[src/rtl/reg_context_xfer.sv]
// Context save/restore engine: streams R0..R(NREGS-1) to consecutive memory
// words (save) or streams memory words back into the register file (restore).
module reg_context_xfer #(
    parameter int NREGS = 8,
    parameter int IDX_W = 3
) (
    input  logic             Clk,
    input  logic             Reset,
    input  logic             Start,
    input  logic             Mode,
    input  logic [15:0]      Base,
    output logic             Busy,
    output logic             Done,
    output logic [IDX_W-1:0] RF_SR,
    input  logic [15:0]      RF_SR_DATA,
    output logic             RF_LD,
    output logic [IDX_W-1:0] RF_DR,
    output logic [15:0]      RF_D,
    output logic [15:0]      MEM_ADDR,
    output logic [15:0]      MEM_WDATA,
    output logic             MEM_WE,
    output logic             MEM_RE,
    input  logic             MEM_RDY,
    input  logic [15:0]      MEM_RDATA
);

    typedef enum logic [2:0] {
        IDLE,
        SAVE_REQ,
        RD_REQ,
        RD_WB,
        DONE
    } state_t;

    localparam logic [IDX_W-1:0] LAST_IDX = IDX_W'(NREGS - 1);

    state_t           state_q, state_d;
    logic [IDX_W-1:0] idx_q, idx_d;
    logic [15:0]      base_q, base_d;
    logic             mode_q, mode_d;
    logic [15:0]      hold_q, hold_d;
    logic [15:0]      xferAddr;

    // Address arithmetic deliberately wraps modulo 2^16.
    assign xferAddr = base_q + 16'(idx_q);

    always_ff @(posedge Clk) begin
        if (Reset) begin
            state_q <= IDLE;
            idx_q   <= '0;
            base_q  <= '0;
            mode_q  <= 1'b0;
            hold_q  <= '0;
        end else begin
            state_q <= state_d;
            idx_q   <= idx_d;
            base_q  <= base_d;
            mode_q  <= mode_d;
            hold_q  <= hold_d;
        end
    end

    always_comb begin
        state_d   = state_q;
        idx_d     = idx_q;
        base_d    = base_q;
        mode_d    = mode_q;
        hold_d    = hold_q;
        Busy      = 1'b0;
        Done      = 1'b0;
        RF_SR     = '0;
        RF_LD     = 1'b0;
        RF_DR     = '0;
        RF_D      = '0;
        MEM_ADDR  = '0;
        MEM_WDATA = '0;
        MEM_WE    = 1'b0;
        MEM_RE    = 1'b0;

        case (state_q)
            IDLE: begin
                if (Start) begin
                    base_d  = Base;
                    mode_d  = Mode;
                    idx_d   = '0;
                    state_d = Mode ? RD_REQ : SAVE_REQ;
                end
            end
            SAVE_REQ: begin
                Busy      = 1'b1;
                RF_SR     = idx_q;
                MEM_WE    = 1'b1;
                MEM_ADDR  = xferAddr;
                MEM_WDATA = RF_SR_DATA;
                if (MEM_RDY) begin
                    if (idx_q == LAST_IDX) begin
                        state_d = DONE;
                    end else begin
                        idx_d = idx_q + IDX_W'(1);
                    end
                end
            end
            RD_REQ: begin
                Busy     = 1'b1;
                MEM_RE   = 1'b1;
                MEM_ADDR = xferAddr;
                if (MEM_RDY) begin
                    hold_d  = MEM_RDATA;
                    state_d = RD_WB;
                end
            end
            RD_WB: begin
                // Gating with mode_q guarantees no register write can leak out of a save.
                Busy  = 1'b1;
                RF_LD = mode_q;
                RF_DR = idx_q;
                RF_D  = hold_q;
                if (idx_q == LAST_IDX) begin
                    state_d = DONE;
                end else begin
                    idx_d   = idx_q + IDX_W'(1);
                    state_d = RD_REQ;
                end
            end
            DONE: begin
                Busy    = 1'b1;
                Done    = 1'b1;
                state_d = IDLE;
            end
            default: begin
                state_d = IDLE;
            end
        endcase
    end

endmodule

[config.mk]
export PLATFORM = sky130hd
export DESIGN_NAME = reg_context_xfer
export DESIGN_NICKNAME = d
export VERILOG_FILES = /design/src/rtl/reg_context_xfer.sv
export SDC_FILE = /design/constraint.sdc
export NUM_CORES = 1
export LEC_CHECK = 0
export ABC_AREA = 1
export ABC_CLOCK_PERIOD_IN_PS = 5200
export CORE_ASPECT_RATIO = 0.9
export CORE_MARGIN = 5
export CORE_UTILIZATION = 28
export DETAILED_ROUTE_END_ITERATION = 7
export PLACE_DENSITY = 0.57
export SYNTH_ARGS = -nofsm -noshare
export SYNTH_HDL_FRONTEND = slang
export SYNTH_SLANG_ARGS = --single-unit
[constraint.sdc]
create_clock -name Clk -period 5.2 [get_ports Clk]
set_clock_uncertainty 0.05 [all_clocks]
set_input_delay 1.04 -clock Clk [delete_from_list [all_inputs] [get_ports Clk]]
set_output_delay 1.04 -clock Clk [all_outputs]
set_load 0.02 [all_outputs]
==> out/results.ini <==
[floorplanning]
die_area_um2=9994
initial_utilization=0.2836
die_y_um=95.34
core.rowCount=31
core_area_um2=7990
io_pins=112
die_width_um=104.8

[grt]
grt.busiest_layer=met2
track_usage=0.1413
antenna_found_initial=0
use_met1=0.1832
grt_max_degree=38
grt_first_pass_wirelength_um=11850
grt_pass1_vias=2499
met3_usage=0.04807
grt_use_met2=0.2296
grt_overflow=0

[logic_synthesis]
synth_cell_types=19
yosys.area_share.adder=0.03644
synth_nets=431
synthArstFlopShare=0
yosysTopAreaCellShare=0.3446
synth-edff-count=0
synth_area_um2=2266
synth_warnings=0
yosysTopAreaCell=dfxtp_1
ys_seq_area_frac=0.3446
avgSynthCellArea_um2=6.091
synth.area.mux_share=0
synth_simple_gate_area_share=0.2601
ys_top_cells_by_count=inv_1, nor2_1, a21oi_1
synth-compound-area-share=0.2038
synth_xor_xnor_area_share=0.003865
synth-seq-cells=39
synthTopCellsByArea=dfxtp_1, inv_1, nor2_1
synth_top_family_by_area=simple AND/OR/NAND/NOR gates
synthCells=372
yosys_most_used_dff=dfxtp_1

[routing]
drc=0
vias=2601
first_pass_iters=4
post_drt_wl_per_cell_um=12.23
ant_nets=0
drt_iter0_markers=68
routed_wl_um=7030
viasPerCell=4.523

[timing]
slew_headroom=0.3267
final_max_slew_viol_count=0
period_share=0.7729
setup_viol=0
hold_violations=0
rsz0062_at_grt=false
timing.setup.tns_ps=0
tightest_slew_ps=1009
fmax_ghz=0.2488
period_minus_slack_ps=4019

[setup_path]
cp-start-kind=register
endpoint_kind=output port
path_max_fanout=24
arrival_ps=2930
path_class=reg -> out
cp.required_ps=4110
rrSetupSlack_ps=3070

[power]
powerDensity_nw_per_um2=433.3
p_leak_nw=1.418
vdd_drop_max_mv=0.1598

[cells_and_area]
utilization=0.4405
drive_gt1_frac=0.02311
fin_nets=536
diodes=0
fill_cells=858
area_growth_pct=55.33

[hold_path]
hold_path_class=reg -> reg

[clock_tree]
clk_pin_slew_worst_paths_ps=70
insertion_delay_ps=280
clkSinkCount=39
cts_resized=0
h-tree-depth=2
post-cts-setup-buffers=0
cts_root_buffer=clkbuf_8
cts_hold_buffers=0
clockBufferDepth=2
cts_buffers=5
cts_tree=yes

[placed_design]
gp_congestion=0.8170
numPortBuffers=111
dpl.hpwl_um=5496

[run]
drv_cap=0

[outcome]
outcome=complete, no violations

## stage by stage
step           instance area [um^2]  setup WS (ps)  hold WS (ps)  power (mW)  instances
2_1_floorplan                  2266           2300         377.7       1.019        372
3_3_place_gp                   3447           1580         390.5       1.342        569
3_5_place_dp                   3447           1507         396.1       1.351        569
4_1_cts                        3520           1193         406.6       1.539        575
5_1_grt                        3520          964.6         428.0       1.667        575
6_report                       3520           1181         403.3       1.525        575
## final timing paths
kind / from / endpoint / depth (start not counted)
worst min-delay path: hold_q[12] / hold_q[12] / 2
worst max-delay path: state_q[1] / MEM_ADDR[6] / 6
worst min register to register: hold_q[12] / hold_q[12] / 2
worst max register to register: state_q[2] / idx_q[2] / 8
## cell usage in the layout, fill, tap and decap left out, drive strengths merged
cell           instances
fa                     1
a31oi                  1
nor2                  73
dfxtp                 39
nor3                   8
nand3                 16
clkdlybuf4s50        111
clkbuf                 6
o21ai                 45
nand4                  4
xor2                   1
inv                   75
a21oi                 46
nand2                 44
ha                     5
buf                    1
## worst max-delay path, cell delays in order (launching register included)
cell	delay, ps
dfxtp_1	370
nor2_1	190
nand2_1	500
nand2_1	540
inv_1	180
nor3_1	230
clkdlybuf4s50_1	630
## cell type report
class                           count  area [um^2]  area share
Timing Repair Buffer              112         1119      0.3178
Sequential cell                    39        780.7      0.2218
Clock buffer                        6        72.57     0.02062
Tap cell                           99        123.9     0.03519
Inverter                           75        281.5     0.07999
Multi-Input combinational cell    244         1142      0.3246
## cell families (layout without fill, tap and decap cells)
| kind of cell | count (synthesis) | in the layout |
|---|---|---|
| AO/OA/AOI/OAI | 92 | 92 |
| buffers and inverters | 89 | 193 |
| adder cells (fa/ha/maj) | 6 | 6 |
| XOR/XNOR | 1 | 1 |
| AND/OR/NAND/NOR | 145 | 145 |
| flip-flops | 39 | 39 |
## flip-flops by register name (all words and copies together) (netlist names)
signal,flops
mode_q,1
state_q,3
hold_q,16
idx_q,3
base_q,16
## layer usage
layer	share of wire	vias to the layer above	routed length (um)
met5	0	-	0
met4	0.0057	0	40
met2	0.46	62	3229
met1	0.46	1162	3244
met3	0.073	5	516
li1	-	1372	-
## power by group
part	internal [mW]	switching, mW	total [mW]
registers	0.388	0.0683	0.456
clock network	0.0894	0.0941	0.183
logic	0.351	0.535	0.886
Note: power is estimated with default switching activity, not from simulation.
